[config.mk]
export PLATFORM = sky130hd
export DESIGN_NAME = uart_tx_port
export DESIGN_NICKNAME = d
export VERILOG_FILES = /design/src/rtl/lib_uart_pkg.sv /design/src/rtl/uart_baud_cnt.sv /design/src/rtl/uart_tx_port.sv
export SDC_FILE = /design/constraint.sdc
export NUM_CORES = 1
export LEC_CHECK = 0
export CAP_MARGIN = 20
export CORE_MARGIN = 2
export CORE_UTILIZATION = 30
export DETAILED_ROUTE_END_ITERATION = 12
export GPL_ROUTABILITY_DRIVEN = 0
export PLACE_DENSITY = 0.6
export SLEW_MARGIN = 20
export SYNTH_ARGS = -nofsm -noshare
export SYNTH_HDL_FRONTEND = slang
export SYNTH_SLANG_ARGS = --single-unit
[constraint.sdc]
create_clock -name clk -period 1.7 [get_ports clk]
set_clock_uncertainty 0.05 [all_clocks]
set_input_delay 0.34 -clock clk [delete_from_list [all_inputs] [get_ports clk]]
set_output_delay 0.34 -clock clk [all_outputs]
set_load 0.1 [all_outputs]
[src/rtl/lib_uart_pkg.sv]
// Shared UART definitions: transmit FSM states, data width and the even-parity helper.
// The PARITY state is only reached when UART_TX_PARITY_EN is defined.
package lib_uart;

    typedef enum logic [2:0] {
        IDLE,
        START,
        DATA,
        PARITY,
        STOP
    } UART_TX_STATE;

    localparam int UART_DATA_BITS = 8;

    function automatic logic fn_parity(input logic [7:0] data);
        return ^data;
    endfunction

endpackage

[src/rtl/uart_baud_cnt.sv]
// Bit-period counter: counts 0..CLKS_PER_BIT-1 and pulses tick on the last count.
// Holding clear keeps it parked at 0 so the first bit after a clear is a full period.
module uart_baud_cnt #(
    parameter int CLKS_PER_BIT = 234
) (
    input  logic clk,
    input  logic rst_n,
    input  logic clear,
    output logic tick
);

    localparam int CNT_W = (CLKS_PER_BIT > 1) ? $clog2(CLKS_PER_BIT) : 1;
    localparam logic [CNT_W-1:0] LAST = CNT_W'(CLKS_PER_BIT - 1);

    logic [CNT_W-1:0] count;

    assign tick = (count == LAST) && !clear;

    // Wrap on the boundary so consecutive bits are back to back.
    always_ff @(posedge clk or negedge rst_n) begin
        if (!rst_n) begin
            count <= '0;
        end else if (clear || tick) begin
            count <= '0;
        end else begin
            count <= count + CNT_W'(1);
        end
    end

endmodule

[src/rtl/uart_tx_port.sv]
// UART transmit port for the CPU I/O write channel: 8N1 framing, LSB first.
// Define UART_TX_PARITY_EN to insert an even-parity bit between data and stop.
module uart_tx_port
    import lib_uart::*;
#(
    parameter int CLKS_PER_BIT = 234
) (
    input  logic       clk,
    input  logic       rst_n,
    input  logic       w_req,
    input  logic [7:0] w_data,
    output logic       w_busy,
    output logic       txd
);

    localparam logic [2:0] LAST_BIT = 3'(UART_DATA_BITS - 1);

    UART_TX_STATE state, state_next;
    logic [7:0]   shift, shift_next;
    logic [2:0]   bit_idx, bit_idx_next;
    logic         txd_next;
    logic         busy_next;
    logic         baud_clear;
    logic         baud_tick;
`ifdef UART_TX_PARITY_EN
    logic         parity_bit, parity_next;
`endif

    uart_baud_cnt #(
        .CLKS_PER_BIT(CLKS_PER_BIT)
    ) u_baud (
        .clk  (clk),
        .rst_n(rst_n),
        .clear(baud_clear),
        .tick (baud_tick)
    );

    always_ff @(posedge clk or negedge rst_n) begin
        if (!rst_n) begin
            state   <= IDLE;
            shift   <= '0;
            bit_idx <= '0;
            txd     <= 1'b1;
            w_busy  <= 1'b0;
`ifdef UART_TX_PARITY_EN
            parity_bit <= 1'b0;
`endif
        end else begin
            state   <= state_next;
            shift   <= shift_next;
            bit_idx <= bit_idx_next;
            txd     <= txd_next;
            w_busy  <= busy_next;
`ifdef UART_TX_PARITY_EN
            parity_bit <= parity_next;
`endif
        end
    end

    // txd is computed one cycle ahead so the line level changes on the same edge as the state.
    always_comb begin
        state_next   = state;
        shift_next   = shift;
        bit_idx_next = bit_idx;
        txd_next     = txd;
        busy_next    = w_busy;
        baud_clear   = 1'b0;
`ifdef UART_TX_PARITY_EN
        parity_next  = parity_bit;
`endif
        case (state)
            IDLE: begin
                baud_clear = 1'b1;
                txd_next   = 1'b1;
                busy_next  = 1'b0;
                if (w_req) begin
                    shift_next = w_data;
                    state_next = START;
                    txd_next   = 1'b0;
                    busy_next  = 1'b1;
`ifdef UART_TX_PARITY_EN
                    parity_next = fn_parity(w_data);
`endif
                end
            end
            START: begin
                if (baud_tick) begin
                    state_next   = DATA;
                    bit_idx_next = '0;
                    txd_next     = shift[0];
                end
            end
            DATA: begin
                if (baud_tick) begin
                    shift_next = {1'b0, shift[7:1]};
                    if (bit_idx == LAST_BIT) begin
`ifdef UART_TX_PARITY_EN
                        state_next = PARITY;
                        txd_next   = parity_bit;
`else
                        state_next = STOP;
                        txd_next   = 1'b1;
`endif
                    end else begin
                        bit_idx_next = bit_idx + 3'd1;
                        txd_next     = shift[1];
                    end
                end
            end
`ifdef UART_TX_PARITY_EN
            PARITY: begin
                if (baud_tick) begin
                    state_next = STOP;
                    txd_next   = 1'b1;
                end
            end
`endif
            STOP: begin
                if (baud_tick) begin
                    state_next = IDLE;
                    txd_next   = 1'b1;
                    busy_next  = 1'b0;
                end
            end
            default: begin
                state_next = IDLE;
                txd_next   = 1'b1;
                busy_next  = 1'b0;
            end
        endcase
    end

endmodule

==> metrics.md <==
| Metric | Value |
|---|---|
| Result of the run | complete, but fails checks |
| Failing checks | setup timing |
| X dimension of the die | 67.5 µm |
| Distinct cell type count after synthesis | 34 |
| Synthesized Nets | 130 |
| Depth of the most critical reg-to-reg path | 4 |
| Period utilisation layout | 104% |
| Gate family responsible for the most delay along the worst path | simple AND/OR/NAND/NOR gates |
| Pwr per Cell Area | 1030 nW/µm² |
| Count of flip-flops with a built-in enable after synthesis | 0 |
| Clk pwr share | 23.4% |
| Fill cell instance count of the final layout | 401 |
| CTS clk-pin slew, worst paths | 0.09 ns |
| Worst-path cell chain | or3b_4 > or4_4 > o22a_1 > o21a_1 |
| Total number of vias | 945 |
| Detailed placer's ending HPWL | 1850 µm |
| Highest ir drop seen on vdd | 0.603 mV |
| Count of inserted antenna diode cells | 0 |
| Total global-route track usage | 13.5% |
| Worst slew pin tran | 0.387 ns |
| Crit path depth | 4 |
| DRC | 0 |
| Final Max Slew Viols | 0 |
| Routed vias/inst | 4.92 |
| Endpoint of the most critical register-to-register path | shift[6] |
| Cell-internal power | 0.00115 W |
| Post-DR wirelength/cell | 13.3 µm |
| Sw Pwr | 0.000500 W |
| Worst EP required | 1.82 ns |
| Sinks on Clock Net | 24 |
| Number of nets with antenna violations after routing | 0 |
| Top Ports | 13 |
| Largest net degree at the start of global routing | 25 |
| Number of buffers added by the clock tree synthesis step | 3 |
| Critical path startpoint category | flop |
| Maximum fanout count along the critical path | 6 |
| Arrival time of the worst setup path | 1.88 ns |
| Worst min-delay path category | primary input to async pin |
| Buffer cell driving the clock tree root | sky130_fd_sc_hd__clkbuf_8 |
| Most area-hungry cell type in the Yosys netlist | sky130_fd_sc_hd__dfrtp_1 |
| Area of the core region | 3940 µm² |
| Termination of the worst setup path | shift[6] |
| Area share of the largest cell type after synthesis | 47.6% |
| FFs w/ async S/R, synth | 100% |
| Critical Path End Type | flop |
| Switching share of total power | 30.3% |
| Ys flop type | sky130_fd_sc_hd__dfrtp_1 |
| Layout net count | 158 |
| Leading cell type by number of instances after synthesis | sky130_fd_sc_hd__dfrtp_1 |
| Crit path max-delay cell type | sky130_fd_sc_hd__or4_4 |
| Number of register bits inferred by synthesis | 24 |
| Register-to-Register Setup Slack | -0.06 ns |
| Timing startpoint of the critical path | state[0] |
| Syn. warnings | 0 |
| Initial standard-cell utilization of the core | 30.7% |
| Final critical delay including setup and external delays | 1.76 ns |
| Clock Path Buffers | 2 |
| Die area | 4550 µm² |
| LEAKAGE | 0.716 nW |
| Highest attainable clock frequency | 567 MHz |
| Number of global-route vias before repair | 1046 |
| FF-to-FF Start | state[0] |
| Rows | 23 |
| Netlist area before placement | 1210 µm² |
| Worst-skew pair later-pin latency | 0.27 ns |
| Global-route wire length before repair | 4690 µm |
| Final count of hold timing violations | 0 |
| Number of buffers and inverters on the critical path | 0 |
| Sequential fraction of the synthesis area | 49.8% |
| Sequential share of power | 47.5% |
| Cells taking the most area after synthesis | sky130_fd_sc_hd__dfrtp_1 48%, sky130_fd_sc_hd__o22a_1 5.1%, sky130_fd_sc_hd__o21a_1 5.0%, sky130_fd_sc_hd__ha_1 4.1%, sky130_fd_sc_hd__nor2_1 4.0% |
| # H-tree levels | 1 |
| Maximum Capacitance Violations | 0 |
| Rel. slew slack | 74.1% |
| Postcts setup bufs | 0 |
| Final critical-path setup slack | -0.0637 ns |
| Largest stage delay on the critical path | 0.48 ns |
| Remaining global-route overflow | 0 |
| Syn_area_per_cell | 10.5 µm² |
| Synth-to-Final Area Change | 32.6% |
| Detailed Route WL | 2560 µm |
| Drt initial violations | 54 |
| CTS tree | yes |
| Layout cell share with drive strength beyond 1 | 23.2% |
| Number of buffer cells added on primary ports | 12 |
| Number of failing setup endpoints in the final timing report | 9 |
| Crit Path Class | flop to flop |
| Final design utilization | 40.7% |
| Synth top cells by count | 23 x sky130_fd_sc_hd__dfrtp_1, 13 x sky130_fd_sc_hd__nor2_1, 8 x sky130_fd_sc_hd__nand2_1, 8 x sky130_fd_sc_hd__o21a_1, 7 x sky130_fd_sc_hd__o22a_1 |
| Die span in y | 67.5 µm |
| Cells after Synth | 115 |
| Min Hold Slack | 0.373 ns |
| Number of antenna violations at the first check in global routing | 0 |
| Unrepaired setup endpoints after global routing | yes |
| Part of the total power dissipated in combinational logic | 29.1% |
| Drt pass-1 iters | 4 |
==> cell families (layout without fill, tap and decap cells) <==
logic type,Yosys count,in the layout,synth area share [%]
AO/OA/AOI/OAI,30,30,19.2
XOR/XNOR,7,7,5.07
adder cells (fa/ha/maj),4,4,4.14
buffers and inverters,8,34,3.42
flip-flops,24,24,49.8
multiplexers,2,2,1.66
AND/OR/NAND/NOR,40,41,16.8
==> power groups by stage <==
stage / combinational, W / clock (W) / sequential, W
4_1_cts: 0.000465 / 0.000403 / 0.000776
3_5_place_dp: 0.000461 / 0 / 0.000780
5_1_grt: 0.000547 / 0.000424 / 0.000802
3_3_place_gp: 0.000445 / 0 / 0.000775
2_1_floorplan: 0.000191 / 0 / 0.000836
6_report: 0.000479 / 0.000385 / 0.000782
==> layout by cell type, fill, tap and decap left out, drive strengths merged, types with 5 or more instances in the layout <==
master | synthesis | routed
nand3 | 5 | 5
buf | 2 | 17
dfrtp | 23 | 23
o21a | 8 | 8
nor2 | 13 | 13
o22a | 7 | 7
nor3 | 5 | 5
xnor2 | 5 | 5
clkdlybuf4s50 | 0 | 10
nand2 | 9 | 9
==> per-layer routing <==
metal | GRT usage [%] | vias to the layer above | share of wire (%)
li1 | - | 465 | -
met3 | 4.00 | 2 | 2.7
met1 | 16.8 | 470 | 46
met5 | 0 | - | 0
met2 | 23.2 | 8 | 51
met4 | 2.81 | 0 | 0.59
==> per-stage QoR <==
stage,TNS [ns],setup WS [ns],total power (W),cells,area [µm²]
2_1_floorplan,-0.821,-0.128,0.00103,115,1220
3_3_place_gp,-0.246,-0.0412,0.00122,187,1500
3_5_place_dp,-0.605,-0.0972,0.00124,187,1500
4_1_cts,-0.498,-0.0782,0.00164,192,1570
5_1_grt,-0.870,-0.113,0.00177,192,1600
6_report,-0.394,-0.0637,0.00165,192,1600
==> worst register-to-register path, stage by stage (launching register included) <==
cell                      delay (ns)
sky130_fd_sc_hd__dfrtp_1        0.39
sky130_fd_sc_hd__or3b_4         0.41
sky130_fd_sc_hd__or4_4          0.48
sky130_fd_sc_hd__o22a_1         0.24
sky130_fd_sc_hd__o21a_1         0.10
==> timing repair <==
action                     in CTS  in global routing
hold buffers                    0                  0
pin swaps                       3                  2
gates resized for setup         3                  6
setup endpoints to repair      10                 21
cloned                          1                  0
==> state kept, by name, indices dropped and copies added, names as in the netlist <==
register and cells:
shift 8, w_busy 1, state 3, u_baud.count 8, txd 1, bit_idx 3
==> area by class of cell <==
type	count	area (µm²)	area share, %
Tap cell	50	62.6	3.90
Sequential cell	24	602	37.5
Clock buffer	4	55.1	3.43
Timing Repair Buffer	27	253	15.8
Inverter	3	11.3	0.703
Multi-Input combinational cell	84	619	38.6
==> how the worst min path moves through the flow <==
stage	start	to	slack [ns]
floorplan	rst_n	bit_idx[0]	-0.006
global placement	shift[2]	shift[2]	0.42
detailed placement	shift[2]	shift[2]	0.43
CTS	rst_n	shift[2]	0.38
global route	rst_n	shift[3]	0.41
finish	rst_n	u_baud.count[6]	0.37
Power figures use the tool's default switching activity.
